<file path="src/rtl/id_ex_hazard_reg_if.sv">
// ID/EX boundary bundle: decoded operands and controls from ID, registered copies toward EX,
// plus the interlock and flush signals exchanged with the front end.
interface id_ex_hazard_reg_if #(
  parameter int DATA_W   = 32,
  parameter int REG_W    = 5,
  parameter int ALU_OP_W = 3,
  parameter int CNT_W    = 16
);
  logic                id_valid;
  logic [DATA_W-1:0]   id_Da;
  logic [DATA_W-1:0]   id_Db;
  logic [DATA_W-1:0]   id_imm;
  logic [REG_W-1:0]    id_Rs;
  logic [REG_W-1:0]    id_Rt;
  logic [REG_W-1:0]    id_RegDst;
  logic                id_readRs;
  logic                id_readRt;
  logic                id_RegWrite;
  logic                id_MemRead;
  logic                id_MemWrite;
  logic [ALU_OP_W-1:0] id_ALUop;
  logic                flush;

  logic                stall_if_id;
  logic                ex_valid;
  logic [DATA_W-1:0]   ex_Da;
  logic [DATA_W-1:0]   ex_Db;
  logic [DATA_W-1:0]   ex_imm;
  logic [REG_W-1:0]    ex_Rs;
  logic [REG_W-1:0]    ex_Rt;
  logic [REG_W-1:0]    ex_RegDst;
  logic                ex_readRs;
  logic                ex_readRt;
  logic                ex_RegWrite;
  logic                ex_MemRead;
  logic                ex_MemWrite;
  logic [ALU_OP_W-1:0] ex_ALUop;
  logic [CNT_W-1:0]    stall_count;

  modport master (
    output id_valid, id_Da, id_Db, id_imm, id_Rs, id_Rt, id_RegDst, id_readRs, id_readRt,
           id_RegWrite, id_MemRead, id_MemWrite, id_ALUop, flush,
    input  stall_if_id, ex_valid, ex_Da, ex_Db, ex_imm, ex_Rs, ex_Rt, ex_RegDst, ex_readRs,
           ex_readRt, ex_RegWrite, ex_MemRead, ex_MemWrite, ex_ALUop, stall_count
  );

  modport slave (
    input  id_valid, id_Da, id_Db, id_imm, id_Rs, id_Rt, id_RegDst, id_readRs, id_readRt,
           id_RegWrite, id_MemRead, id_MemWrite, id_ALUop, flush,
    output stall_if_id, ex_valid, ex_Da, ex_Db, ex_imm, ex_Rs, ex_Rt, ex_RegDst, ex_readRs,
           ex_readRt, ex_RegWrite, ex_MemRead, ex_MemWrite, ex_ALUop, stall_count
  );
endinterface

</file>
<file path="src/rtl/id_ex_hazard_reg.sv">
// ID/EX pipeline register with load-use interlock, branch flush and saturating stall counter.
//   state | meaning
//   RUN   | normal transfer; a load-use hazard inserts the first bubble here
//   HOLD  | extra bubbles for slow data memory, bcnt_q bubbles still to insert
module id_ex_hazard_reg #(
  parameter int DATA_W     = 32,
  parameter int REG_W      = 5,
  parameter int ALU_OP_W   = 3,
  parameter int LOAD_STALL = 1,
  parameter int CNT_W      = 16
) (
  input logic              clk,
  input logic              rst_n,
  id_ex_hazard_reg_if.slave bus
);
  localparam int BC_W = (LOAD_STALL > 1) ? $clog2(LOAD_STALL) : 1;

  typedef enum logic {RUN, HOLD} state_t;

  typedef struct packed {
    logic                valid;
    logic [DATA_W-1:0]   da;
    logic [DATA_W-1:0]   db;
    logic [DATA_W-1:0]   imm;
    logic [REG_W-1:0]    rs;
    logic [REG_W-1:0]    rt;
    logic [REG_W-1:0]    reg_dst;
    logic                read_rs;
    logic                read_rt;
    logic                reg_write;
    logic                mem_read;
    logic                mem_write;
    logic [ALU_OP_W-1:0] alu_op;
  } ex_t;

  state_t           state_q, state_d;
  logic [BC_W-1:0]  bcnt_q, bcnt_d;
  logic [CNT_W-1:0] stall_count_q, stall_count_d;
  ex_t              ex_q, ex_d, id_pkt;
  logic             hazard, stall;

  always_comb begin
    id_pkt.valid     = bus.id_valid;
    id_pkt.da        = bus.id_Da;
    id_pkt.db        = bus.id_Db;
    id_pkt.imm       = bus.id_imm;
    id_pkt.rs        = bus.id_Rs;
    id_pkt.rt        = bus.id_Rt;
    id_pkt.reg_dst   = bus.id_RegDst;
    id_pkt.read_rs   = bus.id_readRs;
    id_pkt.read_rt   = bus.id_readRt;
    id_pkt.reg_write = bus.id_RegWrite;
    id_pkt.mem_read  = bus.id_MemRead;
    id_pkt.mem_write = bus.id_MemWrite;
    id_pkt.alu_op    = bus.id_ALUop;
  end

  // R0 is hard-wired zero, so a load targeting it can never feed a dependent reader.
  assign hazard = ex_q.valid && ex_q.mem_read && (ex_q.reg_dst != '0) && bus.id_valid &&
                  ((bus.id_readRs && (bus.id_Rs == ex_q.reg_dst)) ||
                   (bus.id_readRt && (bus.id_Rt == ex_q.reg_dst)));

  always_comb begin
    state_d = state_q;
    bcnt_d  = bcnt_q;
    ex_d    = '0;
    stall   = 1'b0;
    if (bus.flush) begin
      state_d = RUN;
      bcnt_d  = '0;
    end else if (state_q == HOLD) begin
      stall  = 1'b1;
      bcnt_d = bcnt_q - BC_W'(1);
      if (bcnt_q <= BC_W'(1)) state_d = RUN;
    end else if (hazard) begin
      stall = 1'b1;
      if (LOAD_STALL > 1) begin
        state_d = HOLD;
        bcnt_d  = BC_W'(LOAD_STALL - 1);
      end
    end else if (bus.id_valid) begin
      ex_d = id_pkt;
    end
    stall_count_d = (stall && (stall_count_q != '1)) ? stall_count_q + CNT_W'(1) : stall_count_q;
  end

  always_ff @(posedge clk or negedge rst_n) begin
    if (!rst_n) begin
      state_q       <= RUN;
      bcnt_q        <= '0;
      stall_count_q <= '0;
      ex_q          <= '0;
    end else begin
      state_q       <= state_d;
      bcnt_q        <= bcnt_d;
      stall_count_q <= stall_count_d;
      ex_q          <= ex_d;
    end
  end

  assign bus.stall_if_id = stall;
  assign bus.stall_count = stall_count_q;
  assign bus.ex_valid    = ex_q.valid;
  assign bus.ex_Da       = ex_q.da;
  assign bus.ex_Db       = ex_q.db;
  assign bus.ex_imm      = ex_q.imm;
  assign bus.ex_Rs       = ex_q.rs;
  assign bus.ex_Rt       = ex_q.rt;
  assign bus.ex_RegDst   = ex_q.reg_dst;
  assign bus.ex_readRs   = ex_q.read_rs;
  assign bus.ex_readRt   = ex_q.read_rt;
  assign bus.ex_RegWrite = ex_q.reg_write;
  assign bus.ex_MemRead  = ex_q.mem_read;
  assign bus.ex_MemWrite = ex_q.mem_write;
  assign bus.ex_ALUop    = ex_q.alu_op;
endmodule

</file>
<file path="src/flat_wrapper.sv">
// flat-port wrapper written by rule: the top's interface ports become plain ports
module id_ex_hazard_reg_flat 
#(
  parameter int DATA_W     = 32,
  parameter int REG_W      = 5,
  parameter int ALU_OP_W   = 3,
  parameter int LOAD_STALL = 1,
  parameter int CNT_W      = 16
)
  (clk, rst_n, bus_id_valid, bus_id_Da, bus_id_Db, bus_id_imm, bus_id_Rs, bus_id_Rt, bus_id_RegDst, bus_id_readRs, bus_id_readRt, bus_id_RegWrite, bus_id_MemRead, bus_id_MemWrite, bus_id_ALUop, bus_flush, bus_stall_if_id, bus_ex_valid, bus_ex_Da, bus_ex_Db, bus_ex_imm, bus_ex_Rs, bus_ex_Rt, bus_ex_RegDst, bus_ex_readRs, bus_ex_readRt, bus_ex_RegWrite, bus_ex_MemRead, bus_ex_MemWrite, bus_ex_ALUop, bus_stall_count);
  id_ex_hazard_reg_if #(.DATA_W(DATA_W), .REG_W(REG_W), .ALU_OP_W(ALU_OP_W), .CNT_W(CNT_W)) bus_i ();
  input logic clk;
  input logic rst_n;
  input wire logic [$bits(bus_i.id_valid)-1:0] bus_id_valid;
  input wire logic [$bits(bus_i.id_Da)-1:0] bus_id_Da;
  input wire logic [$bits(bus_i.id_Db)-1:0] bus_id_Db;
  input wire logic [$bits(bus_i.id_imm)-1:0] bus_id_imm;
  input wire logic [$bits(bus_i.id_Rs)-1:0] bus_id_Rs;
  input wire logic [$bits(bus_i.id_Rt)-1:0] bus_id_Rt;
  input wire logic [$bits(bus_i.id_RegDst)-1:0] bus_id_RegDst;
  input wire logic [$bits(bus_i.id_readRs)-1:0] bus_id_readRs;
  input wire logic [$bits(bus_i.id_readRt)-1:0] bus_id_readRt;
  input wire logic [$bits(bus_i.id_RegWrite)-1:0] bus_id_RegWrite;
  input wire logic [$bits(bus_i.id_MemRead)-1:0] bus_id_MemRead;
  input wire logic [$bits(bus_i.id_MemWrite)-1:0] bus_id_MemWrite;
  input wire logic [$bits(bus_i.id_ALUop)-1:0] bus_id_ALUop;
  input wire logic [$bits(bus_i.flush)-1:0] bus_flush;
  output wire logic [$bits(bus_i.stall_if_id)-1:0] bus_stall_if_id;
  output wire logic [$bits(bus_i.ex_valid)-1:0] bus_ex_valid;
  output wire logic [$bits(bus_i.ex_Da)-1:0] bus_ex_Da;
  output wire logic [$bits(bus_i.ex_Db)-1:0] bus_ex_Db;
  output wire logic [$bits(bus_i.ex_imm)-1:0] bus_ex_imm;
  output wire logic [$bits(bus_i.ex_Rs)-1:0] bus_ex_Rs;
  output wire logic [$bits(bus_i.ex_Rt)-1:0] bus_ex_Rt;
  output wire logic [$bits(bus_i.ex_RegDst)-1:0] bus_ex_RegDst;
  output wire logic [$bits(bus_i.ex_readRs)-1:0] bus_ex_readRs;
  output wire logic [$bits(bus_i.ex_readRt)-1:0] bus_ex_readRt;
  output wire logic [$bits(bus_i.ex_RegWrite)-1:0] bus_ex_RegWrite;
  output wire logic [$bits(bus_i.ex_MemRead)-1:0] bus_ex_MemRead;
  output wire logic [$bits(bus_i.ex_MemWrite)-1:0] bus_ex_MemWrite;
  output wire logic [$bits(bus_i.ex_ALUop)-1:0] bus_ex_ALUop;
  output wire logic [$bits(bus_i.stall_count)-1:0] bus_stall_count;
  assign bus_i.id_valid = bus_id_valid;
  assign bus_i.id_Da = bus_id_Da;
  assign bus_i.id_Db = bus_id_Db;
  assign bus_i.id_imm = bus_id_imm;
  assign bus_i.id_Rs = bus_id_Rs;
  assign bus_i.id_Rt = bus_id_Rt;
  assign bus_i.id_RegDst = bus_id_RegDst;
  assign bus_i.id_readRs = bus_id_readRs;
  assign bus_i.id_readRt = bus_id_readRt;
  assign bus_i.id_RegWrite = bus_id_RegWrite;
  assign bus_i.id_MemRead = bus_id_MemRead;
  assign bus_i.id_MemWrite = bus_id_MemWrite;
  assign bus_i.id_ALUop = bus_id_ALUop;
  assign bus_i.flush = bus_flush;
  assign bus_stall_if_id = bus_i.stall_if_id;
  assign bus_ex_valid = bus_i.ex_valid;
  assign bus_ex_Da = bus_i.ex_Da;
  assign bus_ex_Db = bus_i.ex_Db;
  assign bus_ex_imm = bus_i.ex_imm;
  assign bus_ex_Rs = bus_i.ex_Rs;
  assign bus_ex_Rt = bus_i.ex_Rt;
  assign bus_ex_RegDst = bus_i.ex_RegDst;
  assign bus_ex_readRs = bus_i.ex_readRs;
  assign bus_ex_readRt = bus_i.ex_readRt;
  assign bus_ex_RegWrite = bus_i.ex_RegWrite;
  assign bus_ex_MemRead = bus_i.ex_MemRead;
  assign bus_ex_MemWrite = bus_i.ex_MemWrite;
  assign bus_ex_ALUop = bus_i.ex_ALUop;
  assign bus_stall_count = bus_i.stall_count;
  id_ex_hazard_reg #(.DATA_W(DATA_W), .REG_W(REG_W), .ALU_OP_W(ALU_OP_W), .LOAD_STALL(LOAD_STALL), .CNT_W(CNT_W)) u_core (.clk(clk), .rst_n(rst_n), .bus(bus_i));
endmodule
</file>
<file path="config.mk">
export PLATFORM = sky130hd
export DESIGN_NAME = id_ex_hazard_reg_flat
export DESIGN_NICKNAME = d
export VERILOG_FILES = /design/src/rtl/id_ex_hazard_reg_if.sv /design/src/rtl/id_ex_hazard_reg.sv /design/src/flat_wrapper.sv
export SDC_FILE = /design/constraint.sdc
export NUM_CORES = 1
export LEC_CHECK = 0
export CELL_PAD_IN_SITES_DETAIL_PLACEMENT = 0
export CELL_PAD_IN_SITES_GLOBAL_PLACEMENT = 2
export CORE_AREA = 2 2 143 145
export CTS_CLUSTER_SIZE = 14
export DETAILED_ROUTE_END_ITERATION = 8
export DIE_AREA = 0 0 145 147
export PLACE_DENSITY_LB_ADDON = 0.1
export SYNTH_ARGS = -nofsm -noshare
export SYNTH_HDL_FRONTEND = slang
export SYNTH_SLANG_ARGS = --single-unit
</file>
<file path="constraint.sdc">
create_clock -name clk -period 5.8 [get_ports clk]
set_input_delay 1.16 -clock clk [delete_from_list [all_inputs] [get_ports clk]]
set_output_delay 1.16 -clock clk [all_outputs]
set_load 0.02 [all_outputs]
</file>
==> qor.yml, run 1 <==
post_drt_wl_per_cell_um: 15.2
avgSynthCellArea_um2: 14.0
fp.dieH_um: 147
p_sw_frac: 0.219
drv_cap: 0
ys_seq_area_frac: 0.701
worst-setup-path-type: "in2out"
outcome: "completed"
setup_viol: 0
peakVddDrop_mv: 0.187
skew_ns: 0.00886
p_int_mw: 1.88
pwr-share-comb: 0.106
synthesis.nets: 470
reg2reg_depth: 5
netlist_area_um2: 4850
yosysWarnings: 0
worstPathCellList: "clkdlybuf4s50_1 -> xor2_1 -> nor4_1 -> a32oi_2 -> nor2b_1 -> clkdlybuf4s50_1"
cts_tree: "done"
numClockSinks: 136
power.density_nw_per_um2: 290
path_clk_slew_ns: 0.06
p_sw_uw: 528
die_w_um: 145
multi_input_area_um2: 1320
wl_um: 13600
firstDrtPassIters: 4
r2r-start: "u_core.bus.ex_RegDst[4]"
met2_length_um: 6250
grt_pass1_vias: 3843
cp-start-kind: "input port"
hold_violations: 0
postLayoutCoreUtil: 0.419
cp_slowest_stage_delay_ns: 0.62
netlist_instances: 346
yosysUniqueCellTypes: 30
place_congestion: 0.760
gr-total-overflow: 0
yosys.area.top_type: "dfrtp_1"
area_delta_synth_final_pct: 71.4
ctsResizeCount: 0
rsz0062_at_grt: "no"
crit_path_end: "bus_stall_if_id"
period_share: 0.778
grt_first_pass_wirelength_um: 21800
slowest_stage: "clkdlybuf4s50_1"
holdCritPathClass: "reg2reg"
ctsHoldBuffers: 0
drt-vias-per-instance: 3.91
ff2ff_setup_slack_ns: 3.06
top_layer_used: "met4"
nNetsFinal: 736
grt_max_degree: 121
ys_seq_elements: 136
num_vias: 3497
seq_area_um2: 3400
drtIter0Drc: 87
portBuffers: 259
num_rows: 52
netlist.area_leader.share: 0.701
crit_path_end_kind: "output port"
seqPwrFrac: 0.412
drtAntennaViolNets: 0
initial_core_util: 0.245
diodes: 0
clk_latency_ns: 0.41
drc: 0
cts_buffer_depth: 2
r2r_end: "u_core.bus.ex_Db[16]"
drv_slew: 0
slew_headroom: 0.348
critPathMaxFanout: 17
die-area_um2: 21300
synthTopCellsByArea: "dfrtp_1 70%, and2_1 16%, xor2_1 3.2%, buf_6 2.6%, xnor2_1 1.1%"
cp_data_required_time_ns: 4.64
antenna_found_initial: 0
cts_buffers: 17
clockRootBuffer: "clkbuf_16"
fillers: 1866
p_leak_nw: 3.69
worst_slew_pin_slew_ns: 0.979
hpwl_um: 9790
setup_tns_ns: 0
postCtsSetupBuffers: 0
crit_path_start: "bus_id_Rs[4]"
crit_top_cell: "clkdlybuf4s50_1"
core_um2: 19800
drive_gt1_frac: 0.0640
fmax_mhz: 222
dr_wl_met3_um: 1610
io_pins: 260
drt-met1-wl_um: 5470
p_clk_frac: 0.482
arrival_ns: 3.35
gr-usage-all-layers: 0.135
cts_htree_levels: 4
final_period_minus_worst_setup_slack_ns: 4.51
==> layout make-up <==
| cell class | count | area share |
|---|---|---|
| Timing Repair Buffer | 261 | 0.314 |
| Clock inverter | 11 | 0.0205 |
| Tap cell | 270 | 0.0406 |
| Inverter | 2 | 0.000903 |
| Clock buffer | 21 | 0.0566 |
| Multi-Input combinational cell | 194 | 0.158 |
| Sequential cell | 136 | 0.409 |
==> critical path: cells and delay by family <==
kind,cells,cell delay [ns]
buffers and inverters,2,1.06
AND/OR/NAND/NOR,2,0.65
XOR/XNOR,1,0.15
AO/OA/AOI/OAI,1,0.32
==> layer usage <==
| layer | GRT usage | up-vias |
|---|---|---|
| met4 | 0.0584 | 0 |
| met2 | 0.206 | 171 |
| met3 | 0.0733 | 15 |
| li1 | - | 1628 |
| met1 | 0.157 | 1683 |
| met5 | 0 | - |
==> metrics by stage <==
step	setup slack [ns]	cell area, µm²	power (mW)	hold slack [ns]	std cells
floorplan	2.30	4850	1.09	0.596	346
global route	1.20	8320	2.52	0.522	895
global placement	1.32	7670	1.27	0.489	863
CTS	1.26	8320	2.46	0.506	895
detailed placement	1.26	7670	1.27	0.493	863
finish	1.29	8320	2.41	0.503	895
==> cells in the mapped netlist <==
library cell  number
o21ai_2            1
nor4_2             1
a211oi_1           1
and4_1             1
xor2_1            18
inv_1              2
and3_1             3
a32oi_2            1
nand2_1            4
nand3b_1           1
o311a_1            1
nand3_1            6
a311oi_1           1
nand4b_1           3
nor2_1             4
nor3_1             4
ha_1               1
nor3b_1            5
nand2b_1           2
and2_1           121
nor4_1             2
nor4bb_1           1
buf_6             11
dfrtp_1          136
clkbuf_1           3
mux2_2             2
nor2b_1            1
nand4_1            2
or4_1              1
xnor2_1            6
==> power groups by stage <==
| stage | Clock, mW | Sequential, mW | Combinational (mW) |
|---|---|---|---|
| floorplan | 0 | 1.05 | 0.0436 |
| global placement | 0 | 1.01 | 0.260 |
| detailed placement | 0 | 1.01 | 0.260 |
| CTS | 1.21 | 0.992 | 0.261 |
| global route | 1.25 | 0.994 | 0.276 |
| finish | 1.16 | 0.991 | 0.255 |
==> layout by cell type, fill, tap and decap left out, types with 2 or more instances in the layout <==
cell type / n
and2_1: 121
and3_1: 3
buf_4: 2
bufinv_16: 4
clkbuf_16: 17
clkbuf_8: 3
clkdlybuf4s50_1: 258
clkinv_2: 2
clkinv_4: 2
clkinvlp_4: 3
dfrtp_1: 136
inv_1: 2
mux2_2: 2
nand2_1: 4
nand2b_1: 2
nand3_1: 6
nand4_1: 2
nand4b_1: 3
nor2_1: 4
nor3_1: 4
nor3b_1: 5
nor4_1: 2
xnor2_1: 6
xor2_1: 18
==> how the worst min path moves through the flow <==
stage,start,to,depth (start not counted)
finish,u_core.bus.stall_count[6],u_core.bus.stall_count[6],1
global placement,u_core.bus.stall_count[6],u_core.bus.stall_count[6],1
CTS,u_core.bus.stall_count[6],u_core.bus.stall_count[6],1
detailed placement,u_core.bus.stall_count[6],u_core.bus.stall_count[6],1
floorplan,u_core.bus.stall_count[6],u_core.bus.stall_count[6],1
global route,u_core.bus.stall_count[6],u_core.bus.stall_count[6],1
==> kinds of logic after synthesis <==
family | count (synthesis) | synth area share
simple gates | 162 | 0.208
flops | 136 | 0.701
xor+xnor | 24 | 0.0433
buf+inv | 16 | 0.0294
compound gates | 5 | 0.0106
mux | 2 | 0.00464
fa+ha+maj | 1 | 0.00258
==> registers in the layout, indices dropped and copies added, names as in the netlist <==
signal and cells:
u_core.bus.ex_imm 32, u_core.bus.ex_ALUop 3, u_core.bus.ex_Rs 5, u_core.bus.ex_Db 32, u_core.bus.ex_RegWrite 1, u_core.bus.ex_Da 32, u_core.bus.ex_MemWrite 1, u_core.bus.stall_count 16
u_core.bus.ex_RegDst 5, u_core.bus.ex_valid 1, u_core.bus.ex_Rt 5, u_core.bus.ex_readRt 1, u_core.bus.ex_readRs 1, u_core.bus.ex_MemRead 1
(Power assumes the default switching activity.)
==> inputs of run 2 (changes only) <==
Settings changed: CORE_AREA 2 2 143 145 to 2 2 146 148, DIE_AREA 0 0 145 147 to 0 0 148 150.
Clock period 5.8 ns to 4.29 ns, I/O delays scaled along.
==> run 2 against run 1 <==
Effect of this change: critical path depth unchanged; design area increased by 0.15%; utilization decreased by 1.7 points; clock-buffer cell count decreased by 3; worst hold slack got worse by 0.077 ns; first-iteration DRC count increased by 38%; cell count increased by 0.67%; non-clock buffer count increased by 1; via count decreased by 2.4%; power increased by 34%; die area increased by 4.2%; clock skew increased by 0.00073 ns.
==> qor.yml, run 2 (same netlist as run 1, synthesis figures left out) <==
clk_latency_ns: 0.41
ctsHoldBuffers: 0
io_pins: 260
wl_um: 13700
fmax_mhz: 280
path_clk_slew_ns: 0.06
place_congestion: 0.717
fillers: 2009
slowest_stage: "clkdlybuf4s50_1"
fp.dieH_um: 150
gr-usage-all-layers: 0.128
numClockSinks: 136
die-area_um2: 22200
drc: 0
ctsResizeCount: 0
cts_buffer_depth: 2
period_share: 0.832
crit_path_end_kind: "output port"
worstPathCellList: "clkdlybuf4s50_1 -> xor2_1 -> nor4_1 -> a32oi_2 -> nor2b_1 -> clkdlybuf4s50_1"
cts_htree_levels: 4
worst_slew_pin_slew_ns: 1.01
outcome: "completed"
hold_violations: 0
holdCritPathClass: "in2async"
drtAntennaViolNets: 0
hpwl_um: 9710
cp_data_required_time_ns: 3.43
initial_core_util: 0.235
num_vias: 3414
crit_top_cell: "clkdlybuf4s50_1"
post_drt_wl_per_cell_um: 15.2
skew_ns: 0.00959
reg2reg_depth: 6
setup_tns_ns: 0
portBuffers: 259
postCtsSetupBuffers: 0
area_delta_synth_final_pct: 71.6
gr-total-overflow: 0
clockRootBuffer: "clkbuf_16"
multi_input_area_um2: 1320
seq_area_um2: 3400
p_leak_nw: 3.69
peakVddDrop_mv: 0.233
worst-setup-path-type: "in2out"
grt_first_pass_wirelength_um: 21500
layout.cells.most_common: "clkdlybuf4s50_1"
diodes: 0
arrival_ns: 2.71
cp-start-kind: "input port"
setup_slack_ns: 0.720
critPathMaxFanout: 2
grt_max_degree: 121
antenna_found_initial: 0
drtIter0Drc: 120
die_w_um: 148
drv_slew: 0
cts_buffers: 17
drv_cap: 0
grt_pass1_vias: 3707
slew_headroom: 0.328
holdWs_ns: 0.426
rsz0062_at_grt: "no"
nNetsFinal: 737
cp_slowest_stage_delay_ns: 0.61
firstDrtPassIters: 4
core_um2: 20700
final_period_minus_worst_setup_slack_ns: 3.57
cts_tree: "done"
drt-vias-per-instance: 3.79
post-place-ws_ns: 0.667
setup_viol: 0
num_rows: 53
drive_gt1_frac: 0.0671
power.density_nw_per_um2: 387
final_cell_mix: "258 x clkdlybuf4s50_1, 136 x dfrtp_1, 121 x and2_1"
run 2: cell count changes in the layout (fill, tap and decap cells not counted), sizes merged:
| cell | before | now |
|---|---|---|
| buf | 3 | 4 |
| clkinv | 4 | 3 |
| inv | 2 | 7 |
| clkbuf | 21 | 18 |
| bufinv | 4 | 3 |
run 2: path summary, 6_finish.rpt:
kind | end | slack [ns] | start
setup / recovery | bus_stall_if_id | 0.72 | bus_id_Rs[4]
hold / removal | u_core.bus.ex_Da[11] | 0.43 | rst_n
setup reg to reg | u_core.bus.ex_Db[3] | 1.66 | u_core.bus.ex_RegDst[0]
hold reg to reg | u_core.bus.stall_count[5] | 0.51 | u_core.bus.stall_count[5]
max in group asynchronous | u_core.bus.ex_Da[6] | 2.99 | rst_n
min in group clk | u_core.bus.stall_count[5] | 0.51 | u_core.bus.stall_count[5]
run 2: final cells by class:
type	instances	area share
sequential	136	0.409
tap	275	0.0413
timing repair buffer	262	0.316
inverter	2	0.000901
clock buffer	18	0.0527
multi-input combinational	194	0.158
clock inverter	14	0.0225
run 2: critical path: cells and delay by family:
kind / cells / cell delay, ns
AO/OA/AOI/OAI: 1 / 0.12
XOR/XNOR: 1 / 0.16
buffers and inverters: 2 / 1.04
AND/OR/NAND/NOR: 2 / 0.53
run 2: power breakdown:
group	internal (mW)	switching [mW]	total, mW
logic	0.198	0.148	0.346
registers	1.33	0.0149	1.34
clock network	0.947	0.593	1.54
run 2: per-layer routing:
layer  share of wire  GRT usage  vias to the layer above
met4           0.015     0.0448                        0
li1                -          -                     1632
met2            0.49      0.203                      144
met1            0.39      0.148                     1628
met3            0.11     0.0704                       10
met5               0          0                        -
run 2: stage by stage:
step	instances	total power, mW	area [µm²]	utilization
after detailed placement	869	1.72	7700	0.372
final	901	3.23	8330	0.403
after global placement	869	1.72	7700	0.372
after floorplan	346	1.48	4850	-
after global routing	901	3.38	8330	0.403
after CTS	901	3.29	8330	0.403
